**src/rtl/clk_rate_ctrl_if.sv**
```systemverilog
// Button inputs and run-control outputs of clk_rate_ctrl, bundled for the
// board harness; the harness side drives buttons, the controller drives the rest.
interface clk_rate_ctrl_if #(
  parameter int NUM_LEVELS = 8
);
  localparam int LVL_W = (NUM_LEVELS > 2) ? $clog2(NUM_LEVELS) : 1;

  logic             btn_faster;
  logic             btn_slower;
  logic             btn_pause;
  logic             btn_step;
  logic             clk_N;
  logic             tick;
  logic             paused;
  logic [LVL_W-1:0] curr_level;

  modport master (
    output btn_faster, btn_slower, btn_pause, btn_step,
    input  clk_N, tick, paused, curr_level
  );

  modport slave (
    input  btn_faster, btn_slower, btn_pause, btn_step,
    output clk_N, tick, paused, curr_level
  );
endinterface

```
**src/rtl/clk_rate_ctrl.sv**
```systemverilog
// Run-control clock generator: divides clk into clk_N at a button-selected speed
// level, with debounced run/pause, single-step and a tick aligned to clk_N rises.
module clk_rate_ctrl #(
  parameter int NUM_LEVELS       = 8,
  parameter int BASE_HALF_PERIOD = 50_000_000,
  parameter int TOP_HALF_PERIOD  = 2,
  parameter int DEBOUNCE_CYCLES  = 1_000_000,
  parameter int CNT_W            = 32,
  parameter int RESET_LEVEL      = 0
) (
  input logic           clk,
  input logic           rst,
  clk_rate_ctrl_if.slave bus
);
  localparam int LVL_W = (NUM_LEVELS > 2) ? $clog2(NUM_LEVELS) : 1;
  localparam int DB_W  = (DEBOUNCE_CYCLES > 1) ? $clog2(DEBOUNCE_CYCLES + 1) : 1;
  localparam int B_FASTER = 0;
  localparam int B_SLOWER = 1;
  localparam int B_PAUSE  = 2;
  localparam int B_STEP   = 3;
  localparam logic [LVL_W-1:0] LVL_MAX = LVL_W'(NUM_LEVELS - 1);

  typedef enum logic [1:0] {RUN, DRAIN, PAUSED, STEP} state_t;

  logic [3:0]       raw;
  logic [3:0]       sync1;
  logic [3:0]       sync2;
  logic [3:0]       db;
  logic [3:0]       ev;
  logic [DB_W-1:0]  db_cnt [4];

  state_t           state;
  logic [CNT_W-1:0] cnt;
  logic [CNT_W-1:0] half;
  logic             wrap;
  logic             clk_div;
  logic             tick_r;
  logic             paused_r;
  logic [LVL_W-1:0] level;
  logic [LVL_W-1:0] level_next;
  logic             level_change;

  function automatic logic [CNT_W-1:0] half_of(input logic [LVL_W-1:0] l);
    logic [31:0] h;
    if (32'(l) == NUM_LEVELS - 1) h = TOP_HALF_PERIOD;
    else                          h = BASE_HALF_PERIOD >> l;
    if (h == 32'd0) h = 32'd1;
    return CNT_W'(h);
  endfunction

  assign raw  = {bus.btn_step, bus.btn_pause, bus.btn_slower, bus.btn_faster};
  assign half = half_of(level);
  assign wrap = (cnt >= half - CNT_W'(1));

  // Each button: 2-flop synchroniser, then a stable-count debouncer; ev pulses
  // for one cycle on the debounced rising edge only.
  always_ff @(posedge clk) begin
    if (rst) begin
      sync1 <= '0;
      sync2 <= '0;
      db    <= '0;
      ev    <= '0;
      for (int i = 0; i < 4; i++) db_cnt[i] <= '0;
    end else begin
      sync1 <= raw;
      sync2 <= sync1;
      for (int i = 0; i < 4; i++) begin
        ev[i] <= 1'b0;
        if (sync2[i] != db[i]) begin
          if (db_cnt[i] == DB_W'(DEBOUNCE_CYCLES - 1)) begin
            db[i]     <= sync2[i];
            db_cnt[i] <= '0;
            ev[i]     <= sync2[i];
          end else begin
            db_cnt[i] <= db_cnt[i] + DB_W'(1);
          end
        end else begin
          db_cnt[i] <= '0;
        end
      end
    end
  end

  always_comb begin
    level_next = level;
    if (ev[B_FASTER] && !ev[B_SLOWER] && level != LVL_MAX)
      level_next = level + LVL_W'(1);
    else if (ev[B_SLOWER] && !ev[B_FASTER] && level != '0)
      level_next = level - LVL_W'(1);
  end

  assign level_change = (level_next != level);

  // Run-control FSM; a level change restarts the half-period with clk_N held.
  always_ff @(posedge clk) begin
    if (rst) begin
      state    <= RUN;
      cnt      <= '0;
      clk_div  <= 1'b0;
      tick_r   <= 1'b0;
      paused_r <= 1'b0;
      level    <= LVL_W'(RESET_LEVEL);
    end else begin
      tick_r <= 1'b0;
      level  <= level_next;
      case (state)
        PAUSED: begin
          cnt     <= '0;
          clk_div <= 1'b0;
          if (ev[B_PAUSE]) begin
            state    <= RUN;
            paused_r <= 1'b0;
          end else if (ev[B_STEP]) begin
            state   <= STEP;
            clk_div <= 1'b1;
            tick_r  <= 1'b1;
          end
        end
        default: begin
          if (level_change) begin
            cnt <= '0;
          end else if (wrap) begin
            cnt     <= '0;
            clk_div <= ~clk_div;
            tick_r  <= ~clk_div;
          end else begin
            cnt <= cnt + CNT_W'(1);
          end

          if (ev[B_PAUSE]) begin
            if (state == RUN) begin
              state <= DRAIN;
            end else begin
              state    <= RUN;
              paused_r <= 1'b0;
            end
          end else if (state != RUN && !level_change && wrap && clk_div) begin
            state    <= PAUSED;
            paused_r <= 1'b1;
          end
        end
      endcase
    end
  end

  assign bus.clk_N      = clk_div;
  assign bus.tick       = tick_r;
  assign bus.paused     = paused_r;
  assign bus.curr_level = level;
endmodule

```
**src/flat_wrapper.sv**
```systemverilog
// flat-port wrapper written by rule: the top's interface ports become plain ports
module clk_rate_ctrl_flat 
#(
  parameter int NUM_LEVELS       = 8,
  parameter int BASE_HALF_PERIOD = 50_000_000,
  parameter int TOP_HALF_PERIOD  = 2,
  parameter int DEBOUNCE_CYCLES  = 1_000_000,
  parameter int CNT_W            = 32,
  parameter int RESET_LEVEL      = 0
)
  (clk, rst, bus_btn_faster, bus_btn_slower, bus_btn_pause, bus_btn_step, bus_clk_N, bus_tick, bus_paused, bus_curr_level);
  clk_rate_ctrl_if #(.NUM_LEVELS(NUM_LEVELS)) bus_i ();
  input logic clk;
  input logic rst;
  input wire logic [$bits(bus_i.btn_faster)-1:0] bus_btn_faster;
  input wire logic [$bits(bus_i.btn_slower)-1:0] bus_btn_slower;
  input wire logic [$bits(bus_i.btn_pause)-1:0] bus_btn_pause;
  input wire logic [$bits(bus_i.btn_step)-1:0] bus_btn_step;
  output wire logic [$bits(bus_i.clk_N)-1:0] bus_clk_N;
  output wire logic [$bits(bus_i.tick)-1:0] bus_tick;
  output wire logic [$bits(bus_i.paused)-1:0] bus_paused;
  output wire logic [$bits(bus_i.curr_level)-1:0] bus_curr_level;
  assign bus_i.btn_faster = bus_btn_faster;
  assign bus_i.btn_slower = bus_btn_slower;
  assign bus_i.btn_pause = bus_btn_pause;
  assign bus_i.btn_step = bus_btn_step;
  assign bus_clk_N = bus_i.clk_N;
  assign bus_tick = bus_i.tick;
  assign bus_paused = bus_i.paused;
  assign bus_curr_level = bus_i.curr_level;
  clk_rate_ctrl #(.NUM_LEVELS(NUM_LEVELS), .BASE_HALF_PERIOD(BASE_HALF_PERIOD), .TOP_HALF_PERIOD(TOP_HALF_PERIOD), .DEBOUNCE_CYCLES(DEBOUNCE_CYCLES), .CNT_W(CNT_W), .RESET_LEVEL(RESET_LEVEL)) u_core (.clk(clk), .rst(rst), .bus(bus_i));
endmodule
```
**config.mk**
```make
export PLATFORM = sky130hd
export DESIGN_NAME = clk_rate_ctrl_flat
export DESIGN_NICKNAME = d
export VERILOG_FILES = /design/src/rtl/clk_rate_ctrl_if.sv /design/src/rtl/clk_rate_ctrl.sv /design/src/flat_wrapper.sv
export SDC_FILE = /design/constraint.sdc
export NUM_CORES = 1
export LEC_CHECK = 0
export BUFFER_PORTS_ARGS = -buffer_cell sky130_fd_sc_hd__buf_2
export CAP_MARGIN = 20
export CELL_PAD_IN_SITES_DETAIL_PLACEMENT = 0
export CELL_PAD_IN_SITES_GLOBAL_PLACEMENT = 2
export CORE_ASPECT_RATIO = 0.7
export CORE_MARGIN = 5
export CORE_UTILIZATION = 25
export CTS_CLUSTER_DIAMETER = 120
export DETAILED_ROUTE_END_ITERATION = 10
export PLACE_DENSITY = 0.57
export RECOVER_POWER = 100
export SYNTH_ARGS = -nofsm -noshare
export SYNTH_HDL_FRONTEND = slang
export SYNTH_SLANG_ARGS = --single-unit
```
**constraint.sdc**
```tcl
create_clock -name clk -period 4.7 [get_ports clk]
set_input_delay 1.41 -clock clk [delete_from_list [all_inputs] [get_ports clk]]
set_output_delay 1.41 -clock clk [all_outputs]
set_load 0.05 [all_outputs]
```
==> flow_summary.toml, run 1 <==
[pwr]
leakage_nw = 3.55
p_per_area_mw_per_mm2 = 308
peakVddDrop_v = 0.000162

[clock_tree]
cts_num_sinks = 136
cts_tree = "done"
cts-root-buf = "clkbuf_16"
post_cts_resized = 0
clk_pin_slew_worst_paths_ns = 0.06
numCtsBuffers = 17
clk_latency_ns = 0.44
cts-hold-fix-buffers = 0
max-clock-path-buffers = 2
post-cts-setup-buffer-count = 0
htree_levels = 4

[logic_synthesis]
synth_area_mm2 = 0.00788
synthFlopType = "edfxtp_1"
synthCells = 810
synthDistinctLibCells = 63
yosysSeqAreaShare_pct = 44.7
synth-seq-cells = 136
async_flop_share_pct = 0
synth_edf_count = 80
yosysTopAreaCell = "edfxtp_1"
synth_top_area_share_pct = 30.5
synth.avg_cell_area_um2 = 9.73
synth_area_leaders = "edfxtp_1 30%, dfxtp_1 14%, xor2_1 8.7%"
yosysWarnings = 0

[route]
detail-route-antenna-nets = 0
wire_per_inst_um = 12.8
first_pass_iters = 4
finalWirelength_mm = 17.1
vias_per_cell = 4.15
drtIter0Drc = 270
drc = 0
vias = 5554

[final_layout]
area_growth_pct = 17.6
n_antenna_cell = 0
drive_gt1_share_pct = 6.65
final_common_cell = "nor2_1"
final_area_mm2 = 0.00926
nNetsFinal = 963
seq_area_mm2 = 0.00352
fill_cells = 3282
multi_input_area_mm2 = 0.00447
fin_util_pct = 29.7
mostFrequentLayoutCells = "152 x nor2_1, 82 x conb_1, 80 x edfxtp_1"

[die]
die_w_um = 222
initial_core_util_pct = 25.3
design.die.area_mm2 = 0.0352
num_rows = 54
ios = 12
die_h_um = 159
core_area_mm2 = 0.0311

[sta]
final.period_utilization_pct = 91.4
final-hold-violation-count = 0
slew_headroom_pct = 20.9
fmax_ghz = 0.233
finalSetupViolations = 0
setup_slack_ns = 0.405
drv_slew = 0
skew_ns = 0.0117
min_period_ns = 4.29
rsz0062_at_grt = "true"
worst-slew-pin-transition_ns = 1.19

[worst_setup_path]
worstPathArrival_ns = 4.62
path_class = "reg -> reg"
cp_max_fo = 14
r2r_slack_ns = 0.41
end_kind = "flop"
start_kind = "flop"
crit_required_ns = 5.03

[min_path]
hp-class = "reg -> reg"

[placement]
routabilityCongestion = 0.768
place_ws_ns = 0.390
place_hpwl_mm = 12.5
place_area_mm2 = 0.00870
port_buffers = 11

[global_routing]
antenna_found_initial = 0
grt_max_degree = 26
grt_usage_pct = 10.4
overflow = 0
grt_pass1_wl_mm = 29.1
first_global_vias = 5440

[run_status]
run_status = "finished clean"

[flow_run]
drv_cap = 0
==> logic make-up after synthesis <==
group	share of synthesized area [%]
other	0.0476
DFF	44.7
AOI/OAI and AO/OA	5.35
and+or+nand+nor	24.8
muxes	0.905
xor gates and xnor gates	13.3
adders and majority gates	8.42
buffers and inverters	2.45
==> sequential cells by signal (all words and copies together), names as in the netlist, 2 cells and up <==
name                   cells
u_core.ev                  4
u_core.db                  4
u_core.cnt                32
u_core.db_cnt             80
u_core.state               2
u_core.sync1               4
u_core.bus.curr_level      3
u_core.sync2               4
==> worst paths after layout <==
path	cells after the start	start	to
max	16	u_core.bus.curr_level[0]	u_core.bus.paused
min	1	u_core.sync1[0]	u_core.sync2[0]
min reg2reg	1	u_core.sync1[0]	u_core.sync2[0]
max reg2reg	16	u_core.bus.curr_level[0]	u_core.bus.paused
==> cell type report <==
class | count | share of cell area, %
timing repair buffer | 17 | 0.986
clock inverter | 13 | 1.40
clock buffer | 19 | 4.78
multi-input combinational | 710 | 48.2
inverter | 22 | 0.892
sequential | 136 | 38.0
tap | 420 | 5.67
==> metrics by stage <==
step / TNS, ns / hold slack, ns / std cells / power, mW
6_report: 0 / 0.454 / 1337 / 2.85
4_1_cts: 0 / 0.454 / 1337 / 2.92
5_1_grt: -0.00508 / 0.469 / 1337 / 3.01
3_3_place_gp: 0 / 0.443 / 1305 / 1.56
3_5_place_dp: 0 / 0.439 / 1305 / 1.55
2_1_floorplan: 0 / 0.414 / 891 / 1.50
==> synth_stat cells, drive strengths merged (6+ instances only) <==
cell type / count
nor4: 9
nor2b: 11
clkbuf: 7
inv: 22
and4: 10
xor2: 78
nor4b: 6
and3: 30
nor2: 154
a21oi: 24
nand3: 59
and2: 8
edfxtp: 80
buf: 16
nand2b: 6
o21ai: 17
nor3: 7
xnor2: 42
nand4: 24
dfxtp: 56
ha: 53
mux2i: 6
nand2: 44
==> critical path: stages, from the launching register on <==
cell	delay, ns
dfxtp_1	0.48
ha_1	0.35
ha_1	0.38
buf_4	0.26
a21oi_1	0.07
o21ai_0	0.16
nand2b_1	0.25
nor3_2	0.46
nor2_1	0.14
ha_1	0.31
a21oi_1	0.15
o21ai_0	0.14
a221oi_1	0.30
o21a_1	0.20
a2bb2oi_2	0.25
nor3b_2	0.09
a31o_1	0.19
==> routing by layer <==
metal  GRT usage, %  vias to the layer above  wire, um
met4           3.43                        0       189
met3           3.08                       12       508
met2           13.3                       38      6290
li1               -                     2958         -
met5              0                        -         0
met1           16.1                     2546     10100
==> report_power, final <==
part | switching [mW] | internal (mW)
clock network | 0.534 | 0.789
logic | 0.121 | 0.0731
registers | 0.0371 | 1.30
(Power assumes the default switching activity.)
==> inputs of run 2 (changes only) <==
--- a/config.mk
+++ b/config.mk
@@ -11,11 +11,12 @@
 export CELL_PAD_IN_SITES_GLOBAL_PLACEMENT = 2
 export CORE_ASPECT_RATIO = 0.7
 export CORE_MARGIN = 5
-export CORE_UTILIZATION = 25
+export CORE_UTILIZATION = 42
 export CTS_CLUSTER_DIAMETER = 120
 export DETAILED_ROUTE_END_ITERATION = 10
-export PLACE_DENSITY = 0.57
+export PLACE_DENSITY = 0.85
 export RECOVER_POWER = 100
+export SKIP_CTS_REPAIR_TIMING = 1
 export SYNTH_ARGS = -nofsm -noshare
 export SYNTH_HDL_FRONTEND = slang
 export SYNTH_SLANG_ARGS = --single-unit
==> run 2 against run 1 <==
Effect of this change: core utilization increased by 20 points; sequential cell count unchanged; die area down 39%; sequential share of layout area increased by 0.89 points; power is 0.88% higher; critical endpoint unchanged; largest cell class unchanged.
==> flow_summary.toml, run 2 (synthesized netlist as in run 1, its figures left out) <==
[sta]
worst_hold_slack_ns = 0.442
tns_ns = 0
min_period_ns = 4.29
fmax_ghz = 0.233
drv_slew = 0
slew_headroom_pct = 24.0
final.period_utilization_pct = 91.4
finalSetupViolations = 0
final-hold-violation-count = 0
skew_ns = 0.00966
worst-slew-pin-transition_ns = 1.14
rsz0062_at_grt = "false"

[clock_tree]
cts_num_sinks = 136
clk_pin_slew_worst_paths_ns = 0.06
clk_latency_ns = 0.42
htree_levels = 4
max-clock-path-buffers = 2
cts_tree = "done"
numCtsBuffers = 17
cts-root-buf = "clkbuf_16"

[die]
initial_core_util_pct = 43.3
design.die.area_mm2 = 0.0216
ios = 12
num_rows = 41
core_area_mm2 = 0.0182
die_w_um = 174
die_h_um = 125

[run_status]
run_status = "finished clean"

[global_routing]
grt_pass1_wl_mm = 26.7
first_global_vias = 5523
busiest_layer = "met1"
use_met2_pct = 21.4
grt_max_degree = 33
grt_usage_pct = 14.9
use_met3_pct = 3.49
antenna_found_initial = 0
grtUsageMet1_pct = 21.9
overflow = 0

[route]
vias = 5716
first_pass_iters = 5
drc = 0
wire_per_inst_um = 13.5
detail-route-antenna-nets = 0
finalWirelength_mm = 15.6
drtIter0Drc = 359
vias_per_cell = 4.97

[worst_setup_path]
cpMaxStageDelayCell = "dfxtp_1"
worstPathArrival_ns = 4.60
crit_required_ns = 5.01
crit_top_cell = "ha_1"
path_delay_family = "simple AND/OR/NAND/NOR gates"
cp_slowest_stage_delay_ns = 0.54
start_kind = "flop"
path_class = "reg -> reg"
end_kind = "flop"
path_cells = "inv_1, ha_1, nor2_4, a211oi_2, nor4_4, nand4_2, or3_4, xor2_1, ha_1, nand2_1, o21ai_0, a221oi_1, o21a_1, a2bb2oi_2, nor3b_2, a31o_1"
cp_max_fo = 11
critical_path_buf_inv_count = 1
path_depth = 16
r2r.worst_path.cells = 16

[final_layout]
reg_top3 = "u_core.db_cnt (80), u_core.cnt (32)"
final_common_cell = "nor2_1"
drive_gt1_share_pct = 6.34
mostFrequentLayoutCells = "152 x nor2_1, 82 x conb_1, 80 x edfxtp_1"
n_antenna_cell = 0
instances_no_fill = 1151
area_growth_pct = 14.9
largest_reg_flops = 80
nNetsFinal = 961
top_register = "u_core.db_cnt"
final_area_mm2 = 0.00905

[placement]
routabilityCongestion = 0.882
port_buffers = 11
place_area_mm2 = 0.00847
place_hpwl_mm = 11.5
dp_cells = 1119

[pwr]
peakVddDrop_v = 0.000193
p_per_area_mw_per_mm2 = 318
leakage_nw = 3.55

[min_path]
hp-class = "reg -> reg"
hold_depth = 1

[flow_run]
drv_cap = 0
run 2: path summary, 6_finish.rpt:
path | slack, ns | endpoint | from
min reg2reg | 0.44 | u_core.sync2[3] | u_core.sync1[3]
max | 0.41 | u_core.bus.paused | u_core.bus.curr_level[1]
max reg2reg | 0.41 | u_core.bus.paused | u_core.bus.curr_level[1]
min | 0.44 | u_core.sync2[3] | u_core.sync1[3]
run 2: area by class of cell:
cell class / instances / area (um2)
inverter: 22 / 82.6
timing repair buffer: 15 / 81.3
sequential: 136 / 3520
clock buffer: 17 / 425
fill: 1699 / 9160
tap: 236 / 295
multi-input combinational: 710 / 4470
clock inverter: 15 / 170
run 2: worst reg2reg max path, delay by kind of cell, from the launching register on:
kind | cells | cell delay [ns]
buffers and inverters | 1 | 0.25
and+or+nand+nor | 6 | 1.34
adders and majority gates | 2 | 0.69
DFF | 1 | 0.54
AOI/OAI and AO/OA | 6 | 1.20
xor gates and xnor gates | 1 | 0.18
run 2: power breakdown:
part	internal (mW)	total, mW	switching [mW]
Combinational	0.0733	0.192	0.119
Clock	0.794	1.35	0.555
Sequential	1.30	1.34	0.0385
Total	2.16	2.88	0.712
run 2: per-layer routing:
layer | wire (um) | part of all wire (%) | up-vias
met2 | 6470 | 42 | 79
met5 | 0 | 0 | -
met4 | 201 | 1.3 | 0
met1 | 8360 | 54 | 2667
met3 | 517 | 3.3 | 13
li1 | - | - | 2957
run 2: stage by stage:
step | util [%] | total power [mW] | setup slack, ns
after floorplan | - | 1.50 | 0.546
after global placement | 46.5 | 1.55 | 0.515
after detailed placement | 46.5 | 1.55 | 0.368
after CTS | 49.8 | 2.91 | 0.365
after global routing | 49.7 | 3.01 | 0.0208
final | 49.7 | 2.88 | 0.406
